===== src/rtl/niosii_system_sysid_checker_wait_timer.sv =====
// niosii_system_sysid_wait_timer: saturating count of stalled read cycles, expires at TIMEOUT_CYCLES
module niosii_system_sysid_wait_timer #(
  parameter int TIMEOUT_CYCLES = 255
) (
  input  logic clock,
  input  logic reset_n,
  input  logic clr,
  input  logic en,
  output logic expire
);
  localparam int CW = $clog2(TIMEOUT_CYCLES + 1);
  localparam logic [CW-1:0] LIMIT = CW'(TIMEOUT_CYCLES);
  logic [CW-1:0] cnt;
  assign expire = cnt == LIMIT;
  // holding at LIMIT keeps the counter from wrapping while the read stays stalled
  always_ff @(posedge clock or negedge reset_n)
    if (!reset_n) cnt <= '0;
    else if (clr) cnt <= '0;
    else if (en && !expire) cnt <= cnt + 1'b1;
endmodule


===== config.mk =====
export PLATFORM = sky130hd
export DESIGN_NAME = niosii_system_sysid_wait_timer
export DESIGN_NICKNAME = d
export VERILOG_FILES = /design/src/rtl/niosii_system_sysid_checker_wait_timer.sv
export SDC_FILE = /design/constraint.sdc
export NUM_CORES = 1
export LEC_CHECK = 0
export CAP_MARGIN = 20
export CORE_AREA = 2 2 39 41
export DETAILED_ROUTE_END_ITERATION = 16
export DIE_AREA = 0 0 41 43
export PLACE_DENSITY = 0.59
export SYNTH_ARGS = -nofsm -noshare
export SYNTH_HDL_FRONTEND = slang
export SYNTH_SLANG_ARGS = --single-unit

===== constraint.sdc =====
create_clock -name clock -period 2.6 [get_ports clock]
set_input_delay 0.52 -clock clock [delete_from_list [all_inputs] [get_ports clock]]
set_output_delay 0.52 -clock clock [all_outputs]
set_load 0.1 [all_outputs]

==> results of run 1 <==
-- critical path: stages (launching register included) --
cell and delay [ns]:
dfrtp_1 0.39, ha_1 0.25, and4_4 0.29, and2_2 0.17, buf_12 0.17
-- layer usage --
layer,vias up,share of wire [%]
met5,-,0
met1,178,49
li1,197,-
met3,0,5.8
met4,0,0
met2,5,45
-- where the power goes --
group,internal (mW),leakage [nW],total [mW],switching (mW)
Clock,0.0526,0.0138,0.0922,0.0396
Sequential,0.128,0.110,0.131,0.00331
Combinational,0.0110,0.101,0.0210,0.00999
-- through the flow --
stage          total power [mW]  instances  instance area, um^2  worst slack [ns]  hold WS (ns)
2_1_floorplan             0.144         47                  469             0.762         0.224
3_3_place_gp              0.154         66                  536             0.753         0.534
3_5_place_dp              0.155         66                  536             0.715         0.540
4_1_cts                   0.250         69                  558             0.542         0.546
5_1_grt                   0.263         69                  558             0.446         0.575
6_report                  0.244         69                  558             0.552         0.539
-- area by class of cell --
type | instances | area (um^2) | area share (%)
inverters | 1 | 3.75 | 0.673
well taps | 16 | 20.0 | 3.59
repair buffers | 4 | 50.0 | 8.97
clock buffers | 3 | 22.5 | 4.04
flip-flops and latches | 8 | 200 | 35.9
multi-input cells | 37 | 262 | 46.9
-- logic make-up (layout without fill, tap and decap cells) --
kind of cell	count (synthesis)	after routing	share of synthesized area (%)
AO/OA/AOI/OAI	12	12	17.9
adder cells (fa/ha/maj)	1	1	2.67
buffers and inverters	2	8	1.60
flip-flops	8	8	42.7
multiplexers	3	3	7.73
AND/OR/NAND/NOR	21	21	27.5
-- worst min-delay path by stage --
stage | startpoint | end | slack (ns) | depth (start not counted)
after floorplan | reset_n | cnt[0] | 0.22 | 0
after global placement | cnt[5] | cnt[5] | 0.53 | 1
after detailed placement | cnt[5] | cnt[5] | 0.54 | 1
after CTS | cnt[5] | cnt[5] | 0.55 | 1
after global routing | reset_n | cnt[7] | 0.57 | 1
final | cnt[5] | cnt[5] | 0.54 | 1
-- placed cells by master, fill, tap and decap left out, drive strengths merged, types with 2 or more instances in the layout --
cell	netlist	routed
dfrtp	8	8
a211oi	4	4
nand3	3	3
nand2	3	3
a21oi	3	3
clkbuf	1	3
clkdlybuf4s50	0	3
nand2b	2	2
nor2b	2	2
o21bai	2	2
nand4	2	2
a31oi	2	2
nor3	2	2
and4	2	2
mux2	2	2
==> impl_metrics.py, run 1 <==
metrics = {
    "floorplan": {
        "die_area_um2": 1760,
        "die_w_um": 41,
        "std_cell_rows": 14,
        "boundaryPins": 5,
        "initial_core_util_pct": 33.9,
        "fp.coreArea_um2": 1380,
        "die_y_um": 43,
    },
    "setup_path": {
        "startpoint": "cnt[0]",
        "start_kind": "register",
        "worstPathArrival_ns": 1.53,
        "rr_endpoint": "cnt[0]",
        "crit_required_ns": 2.08,
        "crit_fanout": 6,
        "ff2ff_path_depth": 4,
        "critPathKind": "reg -> out",
        "endpoint_kind": "output pin",
        "rrSetupSlack_ns": 1.07,
        "worstSetupEndpoint": "expire",
        "r2r-start": "cnt[0]",
    },
    "grt": {
        "grt_busiest_layer": "met1",
        "grt_pass1_wl_um": 1680,
        "use_met2_pct": 19.1,
        "grt_usage_pct": 14.5,
        "gr-total-overflow": 0,
        "antenna_found_initial": 0,
        "grt_pass1_vias": 365,
        "use_met3_pct": 9.42,
        "grt_max_degree": 12,
        "met1_usage_pct": 19.2,
    },
    "place": {
        "dp_hpwl_um": 688,
        "portBuffers": 4,
        "routabilityCongestion": 0.765,
    },
    "yosys": {
        "yosysMostFrequentCell": "dfrtp_1",
        "synth_fp_nets": 52,
        "ys.flop_type": "dfrtp_1",
        "async_flop_share_pct": 100,
        "avgSynthCellArea_um2": 9.98,
        "ys_ff_latch": 8,
        "syn_area_um2": 469,
        "synth.area.top_cells": "dfrtp_1 43%, a211oi_1 6.4%, a21oi_1 3.2%, nand3_1 3.2%, mux2_4 3.2%",
        "synth_warnings": 0,
        "synth_edf_count": 0,
        "post-synth-top-area-cell": "dfrtp_1",
        "netlist_instances": 47,
        "synthTopCellsByCount": "8 x dfrtp_1, 4 x a211oi_1, 3 x a21oi_1, 3 x nand2_1, 3 x nand3_1",
        "synth_cell_type_count": 25,
        "synth_top_area_share_pct": 42.7,
        "ys_seq_area_share_pct": 42.7,
    },
    "pwr": {
        "leakage_nw": 0.225,
        "irDropWorstVdd_mv": 0.361,
        "power_density_nw_per_um2": 438,
    },
    "clock_network": {
        "clk_pin_slew_ns": 0.05,
        "postCtsHoldBufs": 0,
        "numCtsBuffers": 3,
        "cts-root-buf": "clkbuf_4",
        "cts_tree": "done",
        "postCtsResizedCells": 0,
        "ctsLongestPathBuffers": 2,
        "post-cts-setup-buffers": 0,
        "htreeDepth": 1,
        "clkLatencyLatePin_ns": 0.25,
        "clkSinkCount": 8,
    },
    "cells_and_area": {
        "largest_register_ff_count": 8,
        "final_nets": 60,
        "regMostFlops": "cnt",
        "syn_to_final_growth_pct": 18.9,
        "fillers": 149,
        "postLayoutCoreUtil_pct": 40.3,
        "drive_above_1_share_pct": 18.9,
        "biggestRegsByFlops": "cnt (8)",
        "diodes": 0,
    },
    "drt": {
        "drcViolationCount": 0,
        "totalWireLength_um": 900,
        "num_vias": 380,
        "vias_per_cell": 5.51,
        "drt_iter0_drc": 0,
        "antenna_left": 0,
        "avgRoutedWirePerCell_um": 13.0,
        "dr.pass1.iters": 1,
    },
    "hold_path": {
        "hp-class": "reg -> reg",
    },
    "flow_run": {
        "cap_violations": 0,
    },
    "timing": {
        "worstMarginPinSlew_ns": 0.381,
        "maxSlewViolCount": 0,
        "fin_skew_ns": 0.000510,
        "hold_viol": 0,
        "final.period_utilization_pct": 78.8,
        "max_slew_margin_pct": 74.5,
        "setup-tns-final_ns": 0,
        "finalSetupViolations": 0,
        "rsz0062_at_grt": "no",
        "finalCriticalPeriod_ns": 2.05,
        "fmax_mhz": 488,
    },
    "run_status": {
        "outcome": "finished, final reports clean",
    },
}
Note: power is estimated with default switching activity, not from simulation.
==> run 2: changes to the inputs <==
==> constraint.sdc (replaced) <==
create_clock -name clock -period 2 [get_ports clock]
set_input_delay 0.4 -clock clock [delete_from_list [all_inputs] [get_ports clock]]
set_output_delay 0.4 -clock clock [all_outputs]
set_load 0.1 [all_outputs]
==> impl_metrics.py, run 2 (same netlist as run 1, synthesis figures left out) <==
metrics = {
    "run_status": {
        "outcome": "finished, final reports clean",
    },
    "cells_and_area": {
        "biggestRegsByFlops": "cnt (8)",
        "fillers": 141,
        "final_nets": 60,
        "drive_above_1_share_pct": 20.8,
        "final_common_cell": "dfrtp_1",
        "diodes": 0,
        "multiInputGateArea_um2": 264,
        "syn_to_final_growth_pct": 19.5,
        "regMostFlops": "cnt",
        "layout.cells.non_filler": 69,
        "seq_area_um2": 200,
        "mostFrequentLayoutCells": "8 x dfrtp_1, 4 x a211oi_1",
        "largest_register_ff_count": 8,
    },
    "pwr": {
        "leakage_nw": 0.222,
        "seqPwrFrac_pct": 53.3,
        "irDropWorstVdd_mv": 0.471,
        "power.share.combinational_pct": 8.6,
        "power_density_nw_per_um2": 570,
        "switching_share_pct": 22.1,
        "power_frac_clock_pct": 38.0,
        "p_int_uw": 249,
        "power.switching_uw": 70.6,
    },
    "grt": {
        "grt_max_degree": 12,
        "gr-total-overflow": 0,
        "antenna_found_initial": 0,
        "grt_usage_pct": 14.3,
        "grt_pass1_vias": 375,
        "grt_pass1_wl_um": 1650,
    },
    "timing": {
        "setup-tns-final_ns": 0,
        "fmax_mhz": 524,
        "maxSlewViolCount": 0,
        "finalSetupViolations": 0,
        "hold-worst-slack_ns": 0.426,
        "worstMarginPinSlew_ns": 0.370,
        "final.period_utilization_pct": 95.3,
        "hold_viol": 0,
        "rsz0062_at_grt": "no",
        "fin_ws_ns": 0.0932,
        "fin_skew_ns": 0.00535,
        "max_slew_margin_pct": 75.2,
        "finalCriticalPeriod_ns": 1.91,
    },
    "drt": {
        "met1_length_um": 449,
        "drt_iter0_drc": 11,
        "dr.pass1.iters": 4,
        "met3_length_um": 47,
        "highest_layer": "met4",
        "avgRoutedWirePerCell_um": 13.8,
        "vias_per_cell": 5.65,
        "totalWireLength_um": 954,
        "met2_length_um": 433,
        "drcViolationCount": 0,
        "num_vias": 390,
        "antenna_left": 0,
    },
    "clock_network": {
        "clk_pin_slew_ns": 0.05,
        "post-cts-setup-buffers": 0,
        "cts-root-buf": "clkbuf_4",
        "htreeDepth": 1,
        "clkSinkCount": 8,
        "numCtsBuffers": 3,
        "clkLatencyLatePin_ns": 0.25,
        "cts_tree": "done",
        "ctsLongestPathBuffers": 2,
    },
    "setup_path": {
        "crit_required_ns": 1.60,
        "critPathKind": "reg -> out",
        "ff2ff_path_depth": 4,
        "r2r-start": "cnt[0]",
        "rrSetupSlack_ns": 0.53,
        "endpoint_kind": "output pin",
        "rr_endpoint": "cnt[0]",
        "worstPathArrival_ns": 1.51,
        "crit_fanout": 6,
        "start_kind": "register",
    },
    "floorplan": {
        "initial_core_util_pct": 33.9,
        "fp.coreArea_um2": 1380,
        "std_cell_rows": 14,
        "die_w_um": 41,
        "die_y_um": 43,
        "boundaryPins": 5,
        "die_area_um2": 1760,
    },
    "place": {
        "dp_cells": 66,
        "routabilityCongestion": 0.765,
        "pre_cts_slack_ns": 0.262,
        "dp_hpwl_um": 694,
        "portBuffers": 4,
    },
    "flow_run": {
        "cap_violations": 0,
    },
    "hold_path": {
        "hp-class": "in -> async",
    },
}
## run 2: cell counts in the layout (fill, tap and decap cells not counted)
No cell type changed its count.
## run 2: final cells by class
| type | instances | share of cell area (%) |
|---|---|---|
| tap | 16 | 3.57 |
| clock buffer | 3 | 4.02 |
| multi-input combinational | 37 | 47.1 |
| inverter | 1 | 0.670 |
| timing repair buffer | 4 | 8.93 |
| sequential | 8 | 35.7 |
## run 2: power by group through the flow
stage / logic, mW / clock network, mW / registers (mW)
6_report: 0.0276 / 0.122 / 0.171
2_1_floorplan: 0.0153 / 0 / 0.172
3_3_place_gp: 0.0273 / 0 / 0.173
5_1_grt: 0.0319 / 0.141 / 0.171
4_1_cts: 0.0279 / 0.125 / 0.170
3_5_place_dp: 0.0276 / 0 / 0.173
## run 2: repair_timing
| action | 4_1_cts | 5_1_grt |
|---|---|---|
| endpoints found under the setup margin | 0 | 1 |
| resized for setup | 0 | 1 |
| hold buffers | 0 | 0 |
| endpoints found under the hold margin | 0 | 0 |
## run 2: worst max-delay path, stage by stage (launching register included)
cell,delay (ns)
dfrtp_1,0.39
ha_2,0.24
and4_4,0.27
and2_2,0.17
buf_12,0.17
## run 2: worst max path at each step
stage	startpoint	endpoint	depth (start not counted)
CTS	cnt[0]	expire	4
global placement	en	cnt[7]	4
finish	cnt[0]	expire	4
detailed placement	en	cnt[7]	4
global route	cnt[0]	expire	4
floorplan	cnt[0]	expire	3
## run 2: metal layers
layer,global-route usage (%),up-vias
met2,18.4,8
met3,7.85,6
met1,19.3,181
met4,6.00,0
li1,-,195
met5,0,-
## run 2: stage by stage
step | util [%] | total power [mW] | cell area, um^2
after CTS | 40.3 | 0.323 | 558
after global placement | 38.7 | 0.200 | 536
after floorplan | - | 0.187 | 469
after detailed placement | 38.7 | 0.201 | 536
final | 40.5 | 0.320 | 561
after global routing | 40.5 | 0.344 | 561
